`src/rtl/uart_rx_writer.sv`:
```
// 8N1 UART receiver: synchronises rx_pin, samples each bit at mid-bit and
// pushes good bytes into a downstream FIFO, flagging framing errors and overruns.
module uart_rx_writer #(
  parameter int unsigned CLKS_PER_BIT = 5208
) (
  input  logic       clk,
  input  logic       rst,
  input  logic       rx_pin,
  input  logic       full,
  output logic       fifo_write_req,
  output logic [7:0] fifo_write_data,
  output logic       frame_err,
  output logic       overrun,
  output logic       busy
);

  localparam int unsigned CNT_W = $clog2(CLKS_PER_BIT);
  localparam logic [CNT_W-1:0] HALF_LAST = CNT_W'(CLKS_PER_BIT / 2 - 1);
  localparam logic [CNT_W-1:0] BIT_LAST  = CNT_W'(CLKS_PER_BIT - 1);

  typedef enum logic [2:0] {
    S_IDLE,
    S_START,
    S_DATA,
    S_STOP,
    S_BREAK
  } state_e;

  logic             sync1_q;
  logic             rx_s_q;
  logic             rx_d_q;

  state_e           state_q, state_d;
  logic [CNT_W-1:0] cnt_q, cnt_d;
  logic [2:0]       bit_q, bit_d;
  logic [7:0]       shift_q, shift_d;
  logic             wr_q, wr_d;
  logic [7:0]       data_q, data_d;
  logic             ferr_q, ferr_d;
  logic             ovr_q, ovr_d;
  logic             busy_q, busy_d;

  // Two-flop synchroniser plus one delay flop for falling-edge detection; idle-high reset.
  always_ff @(posedge clk) begin
    if (rst) begin
      sync1_q <= 1'b1;
      rx_s_q  <= 1'b1;
      rx_d_q  <= 1'b1;
    end else begin
      sync1_q <= rx_pin;
      rx_s_q  <= sync1_q;
      rx_d_q  <= rx_s_q;
    end
  end

  always_ff @(posedge clk) begin
    if (rst) begin
      state_q <= S_IDLE;
      cnt_q   <= '0;
      bit_q   <= '0;
      shift_q <= '0;
      wr_q    <= 1'b0;
      data_q  <= '0;
      ferr_q  <= 1'b0;
      ovr_q   <= 1'b0;
      busy_q  <= 1'b0;
    end else begin
      state_q <= state_d;
      cnt_q   <= cnt_d;
      bit_q   <= bit_d;
      shift_q <= shift_d;
      wr_q    <= wr_d;
      data_q  <= data_d;
      ferr_q  <= ferr_d;
      ovr_q   <= ovr_d;
      busy_q  <= busy_d;
    end
  end

  always_comb begin
    state_d = state_q;
    cnt_d   = cnt_q + CNT_W'(1);
    bit_d   = bit_q;
    shift_d = shift_q;
    wr_d    = 1'b0;
    data_d  = data_q;
    ferr_d  = 1'b0;
    ovr_d   = 1'b0;

    case (state_q)
      S_IDLE: begin
        cnt_d = '0;
        if (rx_d_q && !rx_s_q) state_d = S_START;
      end

      // A start bit that is high again at mid-bit was only a glitch.
      S_START: begin
        if (cnt_q == HALF_LAST) begin
          cnt_d   = '0;
          bit_d   = '0;
          state_d = rx_s_q ? S_IDLE : S_DATA;
        end
      end

      S_DATA: begin
        if (cnt_q == BIT_LAST) begin
          cnt_d   = '0;
          shift_d = {rx_s_q, shift_q[7:1]};
          bit_d   = bit_q + 3'd1;
          if (bit_q == 3'd7) state_d = S_STOP;
        end
      end

      // Leaving at mid-stop gives half a bit of slack to catch a back-to-back start edge.
      S_STOP: begin
        if (cnt_q == BIT_LAST) begin
          cnt_d = '0;
          if (rx_s_q) begin
            state_d = S_IDLE;
            if (full) begin
              ovr_d = 1'b1;
            end else begin
              wr_d   = 1'b1;
              data_d = shift_q;
            end
          end else begin
            ferr_d  = 1'b1;
            state_d = S_BREAK;
          end
        end
      end

      // Hold off until the line returns high so a break cannot re-trigger.
      S_BREAK: begin
        cnt_d = '0;
        if (rx_s_q) state_d = S_IDLE;
      end

      default: begin
        cnt_d   = '0;
        state_d = S_IDLE;
      end
    endcase

    busy_d = (state_d != S_IDLE);
  end

  assign fifo_write_req  = wr_q;
  assign fifo_write_data = data_q;
  assign frame_err       = ferr_q;
  assign overrun         = ovr_q;
  assign busy            = busy_q;

endmodule

```
`config.mk`:
```
export PLATFORM = sky130hd
export DESIGN_NAME = uart_rx_writer
export DESIGN_NICKNAME = d
export VERILOG_FILES = /design/src/rtl/uart_rx_writer.sv
export SDC_FILE = /design/constraint.sdc
export NUM_CORES = 1
export LEC_CHECK = 0
export CORE_ASPECT_RATIO = 1.25
export CORE_UTILIZATION = 50
export DETAILED_ROUTE_END_ITERATION = 8
export DONT_BUFFER_PORTS = 1
export GPL_TIMING_DRIVEN = 0
export SETUP_SLACK_MARGIN = 0.5
export SLEW_MARGIN = 20
export SYNTH_ARGS = -nofsm -noshare
export SYNTH_HDL_FRONTEND = slang
export SYNTH_SLANG_ARGS = --single-unit
```
`constraint.sdc`:
```
create_clock -name clk -period 1.86 [get_ports clk]
set_input_delay 0.372 -clock clk [delete_from_list [all_inputs] [get_ports clk]]
set_output_delay 0.372 -clock clk [all_outputs]
set_load 0.005 [all_outputs]
```
### Word-level counts from Yosys, hierarchy flattened

Index checks and enable logic that the tools add are counted.

| storage, ports and cells | value |
|---|---|
| flip-flop bits (word level) | 42 |
| bits of input ports | 4 |

| cells by class | value |
|---|---|
| eq/ne operators | 9 |
| bitwise operators | 4 |
| add/sub/neg operators | 2 |
| reduce and logical (&&, ||, !) cells | 11 |
| multiplexer cells | 18 |

Operators with widths:

| operator | count |
|---|---|
| 2-to-1 mux 3 bit | 9 |
| 2-to-1 mux 13 bit | 2 |
| case mux 13 bit (2 select lines) | 1 |
| case mux 3 bit (5 select lines) | 1 |
| adder 13 x 1 -> 13 bit, second input constant | 1 |
| equality test 13 x 12 -> 1 bit, second input constant | 1 |
| equality test 13 bit, second input constant | 1 |
| equality test 3 x 2 -> 1 bit, second input constant | 2 |
| equality test 3 bit, second input constant | 2 |
| case mux 3 bit (2 select lines) | 1 |
| inequality test 2 bit, second input constant | 2 |
| inverter 1 bit | 4 |
| AND reduction 4 bit | 1 |
| OR reduction 4 bit | 1 |
| adder 3 x 1 -> 3 bit, second input constant | 1 |
| equality test 3 x 1 -> 1 bit, second input constant | 1 |
| zero test 3 bit | 1 |
| 2-to-1 mux 1 bit | 3 |
| AND reduction 3 bit | 1 |
| nonzero test 3 bit | 1 |
| OR reduction 3 bit | 1 |
| 2-to-1 mux 2 bit | 1 |
| AND reduction 2 bit | 1 |
| nonzero test 2 bit | 1 |
| 3 further kinds | 3 |

### Depth between registers and ports, before layout

| depth | value |
|---|---|
| word-level depth | 5 |
| gate-level depth with buffers | 7 |
| gate-level depth less buffers | 5 |

### Least setup slack after synthesis

OpenSTA, ideal clock, no wires.

| path | value |
|---|---|
| path kind | reg-to-reg |
| start point | reg cnt_q[0] |
| end point | reg cnt_q[11] |
| clock period less this slack | 1.630 ns |
| required time | 1.720 ns |
| setup time | 0.140 ns |
| path buffers | 1 |
| cell stages (with the launch flop) | 7 |
| setup slack | 0.230 ns |
| data arrival time | 1.490 ns |
| cells stage by stage | dfxtp_1 ha_1 and4bb_2 nand3_1 a22oi_4 buf_6 nor3_2 |

| on the way | value |
|---|---|
| longest elaborated chain between the ends | 3 |
| elaborated cells between the ends (all ways) | 6 |
| those cells by class | add/sub (1); eq/ne (2); mux (3) |

RTL lines:

| element | RTL line | text |
|---|---|---|
| start: declaration | 34 | `logic [CNT_W-1:0] cnt_q, cnt_d;` |
| start signal: assignment | 69 | `cnt_q <= cnt_d;` |
| adder 13 x 1 -> 13 bit, or another cell as far along | 82 | `cnt_d = cnt_q + CNT_W'(1);` |
| 2-to-1 mux 13 bit (on tied branches) | 106, 116, 98 |  |
| case mux 13 bit (2 select lines) * | 90 | `case (state_q)` |

Mark *: on every way between the ends. The rest lies on a longest branch, timed or not.
A chain may end at the register's enable or synchronous reset.

### Worst setup path after layout

| path | value |
|---|---|
| start point | reg cnt_q[7] |
| end point | reg data_q[2] (netlist: fifo_write_data[2]) |

| on the way | value |
|---|---|
| longest elaborated chain between the ends | 2 |

RTL lines:

| element | RTL line | text |
|---|---|---|
| equality test 13 bit | 116 | `if (cnt_q == BIT_LAST) begin` |
| AND reduction 4 bit (no line) | - |  |
| end signal: assignment | 73 | `data_q <= data_d;` |
| end: declaration | 38 | `logic [7:0] data_q, data_d;` |

No other way between the ends.

==> flow_metrics.tcl <==
set metrics [dict create \
    status "finished clean" \
    crit_fanout 5 \
    finalPower_mw 1.788 \
    synthFlopType "dfxtp_1" \
    max_freq_mhz 622.3 \
    fp.dieW_um 58.19 \
    timing.rr.start "cnt_q[7]" \
    fin_nets 249 \
    mappedNetlistNets 220 \
    p_leak_nw 0.8733 \
    drt-initial-drc-count 60 \
    syn_area_um2 1973 \
    ys_warn_count 0 \
    antenna_found_initial 0 \
    grt_pass1_wl_um 7293 \
    drive_gt1_share_pct 40.08 \
    initial_utilization_pct 52.13 \
    max-vdd-ir-drop_mv 0.4413 \
    tightestPinTransition_ps 481.7 \
    fp.dieH_um 72.24 \
    dieArea_um2 4203 \
    crit_start "cnt_q[7]" \
    num_vias 1662 \
    core_region_area_um2 3785 \
    gr-usage-all-layers_pct 23.12 \
    cts_sinks 42 \
    hold_class "in -> reg" \
    rsz0062_at_grt "true" \
    ys_ff_latch 42 \
    worstPathArrival_ps 1770 \
    cts_buffers 5 \
    synth_edf_count 0 \
    powerDensity_nw_per_um2 702.8 \
    dp_hpwl_um 2971 \
    ant_nets 0 \
    crit_chain "buf_8, and4bb_4, nand4_1, buf_6, o21ai_2, a21oi_1" \
    h-tree-depth 2 \
    max_cap_violations 0 \
    max_stage_delay_ps 370 \
    postSynthCellCount 213 \
    critPathKind "reg -> reg" \
    period_needed_ps 1607 \
    worst_r2r_endpoint "fifo_write_data[2]" \
    startpoint_type "flip-flop" \
    grt_pass1_vias 1598 \
    gp_congestion 0.8905 \
    fin_cells 296 \
    crit_path_top_delay_cell "and4bb_4" \
    n_fill_cell 321 \
    firstDrtPassIters 4 \
    routedWlPerCell_um 15.54 \
    wirelength_um 4601 \
    setup-violations-final 0 \
    hold_violations 0 \
    multiInputGateArea_um2 1151 \
    post-route-period-util_pct 86.40 \
    n_antenna_cell 0 \
    use_met1_pct 25.03 \
    io-pin-count 16 \
    clock_latency_ps 290 \
    clk_pin_slew_ps 80 \
    grt_overflow 0 \
    tns_ps 0 \
    drc 0 \
    row_count 25 \
    cts_tree "done" \
    skew_ps 5.641 \
    place_inst 267 \
    worst_hold_path.num_cells 1 \
    clockBufferDepth 2 \
    required_ps 2020 \
    met2_usage_pct 42.66 \
    syn_to_final_growth_pct 28.92 \
    slew_viol_final 0 \
    ff2ff_setup_slack_ps 250 \
    use_met3_pct 4.991 \
    ff_latch_area_um2 862.1 \
    ys_types 50 \
    place.port_buffers 0 \
    cp-end-kind "flip-flop" \
    busiest_layer "met2" \
    grt_max_degree 13 \
    hold_buffers 0 \
    crit_path_end "fifo_write_data[2]" \
    slew_headroom_pct 67.89 \
    r2r_cells 6 \
    ys_seq_area_share_pct 42.61 \
    syn_avg_cell_area_um2 9.264 \
    cts_root_buffer "clkbuf_8" \
    async_reset_ff_share_pct 0 \
    via_per_inst 5.615 \
]
==> sequential cells by signal, indices dropped and copies added, names as in the netlist <==
signal,count
fifo_write_req,1
frame_err,1
fifo_write_data,8
shift_q,8
busy,1
bit_q,3
rx_d_q,1
overrun,1
state_q,3
rx_s_q,1
cnt_q,13
sync1_q,1
==> synth_stat cells, types with 2 or more instances <==
| library cell | n | area [µm²] |
|---|---|---|
| a21oi_1 | 19 | 95.09 |
| and3_1 | 2 | 12.51 |
| and4_1 | 3 | 26.28 |
| buf_2 | 5 | 25.02 |
| buf_6 | 4 | 45.04 |
| clkbuf_1 | 5 | 18.77 |
| dfxtp_1 | 42 | 840.8 |
| ha_1 | 3 | 37.54 |
| inv_1 | 3 | 11.26 |
| nand2_1 | 23 | 86.33 |
| nand3_1 | 15 | 75.07 |
| nand4_1 | 8 | 50.05 |
| nand4_2 | 2 | 25.02 |
| nor2_1 | 6 | 22.52 |
| nor3_1 | 5 | 25.02 |
| nor3_2 | 10 | 100.1 |
| o211ai_1 | 3 | 22.52 |
| o21ai_0 | 11 | 55.05 |
| or2_2 | 4 | 25.02 |
| or3_1 | 2 | 12.51 |
| xnor2_1 | 5 | 43.79 |
| xor2_1 | 5 | 43.79 |
==> cell type report <==
cell class,count,share of cell area [%]
plain buffers,16,5.804
clock buffers,6,3.246
multi-input cells,151,45.25
inverters,4,0.5903
repair buffers,22,7.378
clock inverters,1,1.181
well taps,54,2.656
flip-flops and latches,42,33.89
==> critical path, delay by kind of cell (launching register included) <==
| kind | cells | cell delay [ps] |
|---|---|---|
| simple gates | 2 | 610 |
| compound gates | 2 | 190 |
| flops | 1 | 330 |
| buf+inv | 2 | 350 |
==> metrics by stage <==
step	setup WS (ps)	hold slack [ps]	utilization [%]	area (µm²)
2_1_floorplan	432.0	389.5	-	2038
3_3_place_gp	253.9	397.2	55.64	2106
3_5_place_dp	224.4	408.4	55.64	2106
4_1_cts	275.4	170.2	64.46	2440
5_1_grt	181.2	174.0	67.21	2544
6_report	253.0	180.1	67.21	2544
==> kinds of logic after synthesis <==
logic type      after synthesis  share of synthesized area (%)
simple gates                 97                          32.53
flops                        42                          42.61
compound gates               40                          12.11
buf+inv                      20                          5.897
xor+xnor                     10                          4.439
fa+ha+maj                     3                          1.903
mux                           1                         0.5073
==> cells in the final DEF (no fill, tap or decap), types with 4 or more instances in the layout <==
| cell | Yosys | routed |
|---|---|---|
| nand3_1 | 15 | 14 |
| buf_6 | 4 | 14 |
| nand2_1 | 23 | 23 |
| o21ai_2 | 0 | 6 |
| clkbuf_8 | 0 | 6 |
| dfxtp_2 | 0 | 8 |
| dfxtp_1 | 42 | 31 |
| xnor2_1 | 5 | 5 |
| or2_2 | 4 | 4 |
| a21oi_1 | 19 | 17 |
| nand4_1 | 8 | 8 |
| clkbuf_1 | 5 | 4 |
| nor3_2 | 10 | 12 |
| xor2_1 | 5 | 5 |
| buf_4 | 1 | 17 |
| nor2_1 | 6 | 5 |
==> per-layer routing <==
layer | wire [µm] | up-vias | share of wire (%)
li1 | - | 814 | -
met1 | 1802 | 800 | 39
met2 | 2546 | 38 | 55
met3 | 163 | 10 | 3.5
met4 | 88 | 0 | 1.9
met5 | 0 | - | 0
==> worst min path at each step <==
stage	startpoint	endpoint	slack [ps]
after floorplan	sync1_q	rx_s_q	390
after global placement	sync1_q	rx_s_q	400
after detailed placement	sync1_q	rx_s_q	410
after CTS	rx_pin	sync1_q	170
after global routing	rx_pin	sync1_q	170
final	rx_pin	sync1_q	180
==> what timing repair did <==
item,4_1_cts,5_1_grt
setup endpoints to repair,39,39
pin swaps,7,16
cloned,1,1
buffers inserted,18,2
resized for setup,27,20
==> power by group <==
part	switching [mW]	internal, mW	total [mW]
Combinational	0.0800	0.0574	0.137
Sequential	0.00694	0.906	0.913
Clock	0.308	0.430	0.738
Power figures use the tool's default switching activity.
==> RTL change 1, RTL diff (same flow settings) <==
Change the parameter `CLKS_PER_BIT` from 5208 to 1302.
--- a/src/rtl/uart_rx_writer.sv
+++ b/src/rtl/uart_rx_writer.sv
@@ -1,7 +1,7 @@
 // 8N1 UART receiver: synchronises rx_pin, samples each bit at mid-bit and
 // pushes good bytes into a downstream FIFO, flagging framing errors and overruns.
 module uart_rx_writer #(
-  parameter int unsigned CLKS_PER_BIT = 5208
+  parameter int unsigned CLKS_PER_BIT = 1302
 ) (
   input  logic       clk,
   input  logic       rst,
Check against the original RTL: no difference found for any inputs over 10 cycles, from zero or initial values and one cycle with rst high; that may be too few to reach the edited logic, so the function may still have changed.
==> RTL change 1 against the unedited design <==
- worst setup slack lost 0.023 ns
- design area fell by 11%
- count of clock-buffer cells in the layout down 1
- sequential cell count decreased by 2
- synthesized area down 12%
- critical path depth up 1
- clock skew down 0.0028 ns
- routed wire length shrank 18%
- sequential share of layout area is 2.0 points higher
- via count fell by 15%
- highest routed layer unchanged
Power is not compared: it rests on default switching activity, and its combinational part moved more than twofold at a synthesized area within 25%.
==> RTL change 1: results <==
group,metric,value,unit
global_routing,grt_max_degree,14,
synthesis,synth_xor_xnor_area_share,4.56,%
synthesis,synth_compound_area_share,9.47,%
sta,worst_pin_slew,0.606,ns
worst_setup_path,crit_slowest_cell,"dfxtp_4",
worst_setup_path,ff2ff_path_depth,7,
sta,fin_worst_skew,0.00284,ns
synthesis,postSynth.asyncResetShare,0,%
drt,wl,3.78,mm
worst_setup_path,critPathTopFamily,"compound AO/OA/AOI/OAI gates",
synthesis,synth_area_leaders,"dfxtp_1 (46%), mux2i_1 (5.8%), nor2_1 (5.6%)",
cells_and_area,finalNetCount,221,
placed_design,dp_slack,0.168,ns
cts,cts_resized,23,
run_status,outcome,"finished, final reports clean",
placed_design,gp_congestion,0.872,
synthesis,synth.avg_cell_area,9.01,um^2
placed_design,dpl.hpwl,2.38,mm
cells_and_area,largest_register_ffs,11,
global_routing,antenna_found_initial,0,
drt,vias_per_cell,5.64,
global_routing,grt.total_usage,21.7,%
global_routing,grt_pass1_vias,1331,
cts,post_cts_buffers,10,
global_routing,grt_pass1_wl,5.74,mm
placed_design,placedCellCount,229,
worst_setup_path,critical_path_arrival,1.86,ns
synthesis,synth_mux_area_share,5.78,%
synthesis,synth_adder_area_share,3.62,%
cts,cts_buffers,5,
cells_and_area,drive_gt1_share,35.2,%
drt,drt_iter0_markers,24,
synthesis,yosys.cell_types.count,38,
## RTL change 1: final cells by class
type / count / area, um^2
Clock buffer: 5 / 68.8
Buffer: 10 / 71.3
Multi-Input combinational cell: 135 / 1070
Timing Repair Buffer: 13 / 121
Clock inverter: 3 / 42.5
Tap cell: 37 / 46.3
Fill cell: 262 / 993
Inverter: 7 / 26.3
Sequential cell: 40 / 810
## RTL change 1: path summary, 6_finish.rpt
check	endpoint	from	slack [ns]
hold / removal	sync1_q	rx_pin	0.18
setup / recovery	cnt_q[2]	cnt_q[1]	0.23
setup reg to reg	cnt_q[2]	cnt_q[1]	0.23
hold reg to reg	rx_s_q	sync1_q	0.42
## RTL change 1: per-layer routing
metal	track usage, %	wire [um]
met5	0	0
met4	11.5	56
met3	4.05	164
met2	37.5	1980
met1	24.3	1580
## RTL change 1: where the power goes
group          switching (uW)  internal [uW]
combinational            38.5           22.2
sequential               7.23            859
clock                     308            397
total                     354           1280
==> RTL change 2, RTL diff (same settings) <==
Made on the original files. Remove the register `ferr_q`: a continuous assignment takes its place, so the output `frame_err` follows one clock earlier.
--- a/src/rtl/uart_rx_writer.sv
+++ b/src/rtl/uart_rx_writer.sv
@@ -61,7 +61,6 @@
       shift_q <= '0;
       wr_q    <= 1'b0;
       data_q  <= '0;
-      ferr_q  <= 1'b0;
       ovr_q   <= 1'b0;
       busy_q  <= 1'b0;
     end else begin
@@ -71,11 +70,12 @@
       shift_q <= shift_d;
       wr_q    <= wr_d;
       data_q  <= data_d;
-      ferr_q  <= ferr_d;
       ovr_q   <= ovr_d;
       busy_q  <= busy_d;
     end
   end
+
+  assign ferr_q = ferr_d;
 
   always_comb begin
     state_d = state_q;
Behaviour: no difference found for any inputs over 10 cycles, from zero or initial values and one cycle with rst high; that may be too few to reach the edited logic, so the function may still have changed.
==> RTL change 2 against the unedited design <==
- the flow now finishes with violations (design-rule violations)
- worst setup slack worse by 0.20 ns
- worst hold slack worse by 0.055 ns
- non-clock buffer count is 12 lower
- final cell count is 10% lower
- design area is 2.0% higher
- routed wire length is 0.33% lower
- core utilization is 5.4 points higher
- count of clock-buffer cells in the layout is 1 lower
- via count is 5.8% lower
- sequential cell count is 1 lower
- synthesized area is 2.5% lower
Power is not compared: it rests on default switching activity, and its combinational part moved more than twofold at a synthesized area within 25%.
==> RTL change 2: results <==
group,metric,value,unit
run_status,outcome,"finished, violations left",
run_status,violations,"design-rule violations",
synthesis,synth_fp_nets,209,
cells_and_area,regArea,823,um^2
cells_and_area,multiInputCombCellCount,149,
worst_setup_path,ff2ff_path_depth,8,
drt,drt_iter0_markers,29,
placed_design,postPlaceCellArea,2010,um^2
placed_design,dp_slack,-0.138,ns
worst_setup_path,setup.worst_path.start,"cnt_q[0]",
drt,wl_met2,2.65,mm
placed_design,placedCellCount,241,
cells_and_area,drive_gt1_share,38.3,%
synthesis,synth_adder_area_share,1.95,%
synthesis,synth_xor_xnor_area_share,5.01,%
placed_design,gp_congestion,0.769,
cells_and_area,final.fill_count,268,
worst_hold_path,hp-start,"full",
sta,worst_pin_slew,0.688,ns
worst_setup_path,path_max_fanout,2,
drt,drc,3,
sta,setup_ws,0.0482,ns
cells_and_area,num-nonclk-buffers,26,
drt,first_pass_iters,6,
worst_setup_path,critical_path_arrival,1.44,ns
synthesis,synth_compound_area_share,7.55,%
synthesis,yosys.cell_types.count,41,
## RTL change 2: changes by cell type in the layout (fill, tap and decap cells not counted), sizes merged, moves of 3 or more
| cell | unedited run | this run |
|---|---|---|
| nand2b | 1 | 20 |
| nand2 | 23 | 6 |
| buf | 33 | 20 |
| a21oi | 19 | 8 |
| mux2i | 1 | 11 |
| and2 | 0 | 3 |
| nand4 | 10 | 7 |
| nor4 | 2 | 5 |
| o211ai | 3 | 0 |
## RTL change 2: report_power, final
part           internal [uW]  switching [uW]
Combinational           24.6            38.0
Sequential               883            6.24
Clock                    533             314
## RTL change 2: logic make-up after synthesis
family,Yosys count
xor+xnor,11
buf+inv,12
simple gates,99
compound gates,24
fa+ha+maj,3
mux,12
flops,41
## RTL change 2: repair_timing
action                                  4_1_cts  5_1_grt
pin swaps                                    14       27
gates cloned                                  1        0
buffers inserted                             15        1
endpoints found under the setup margin       39       39
resized for setup                            41       35
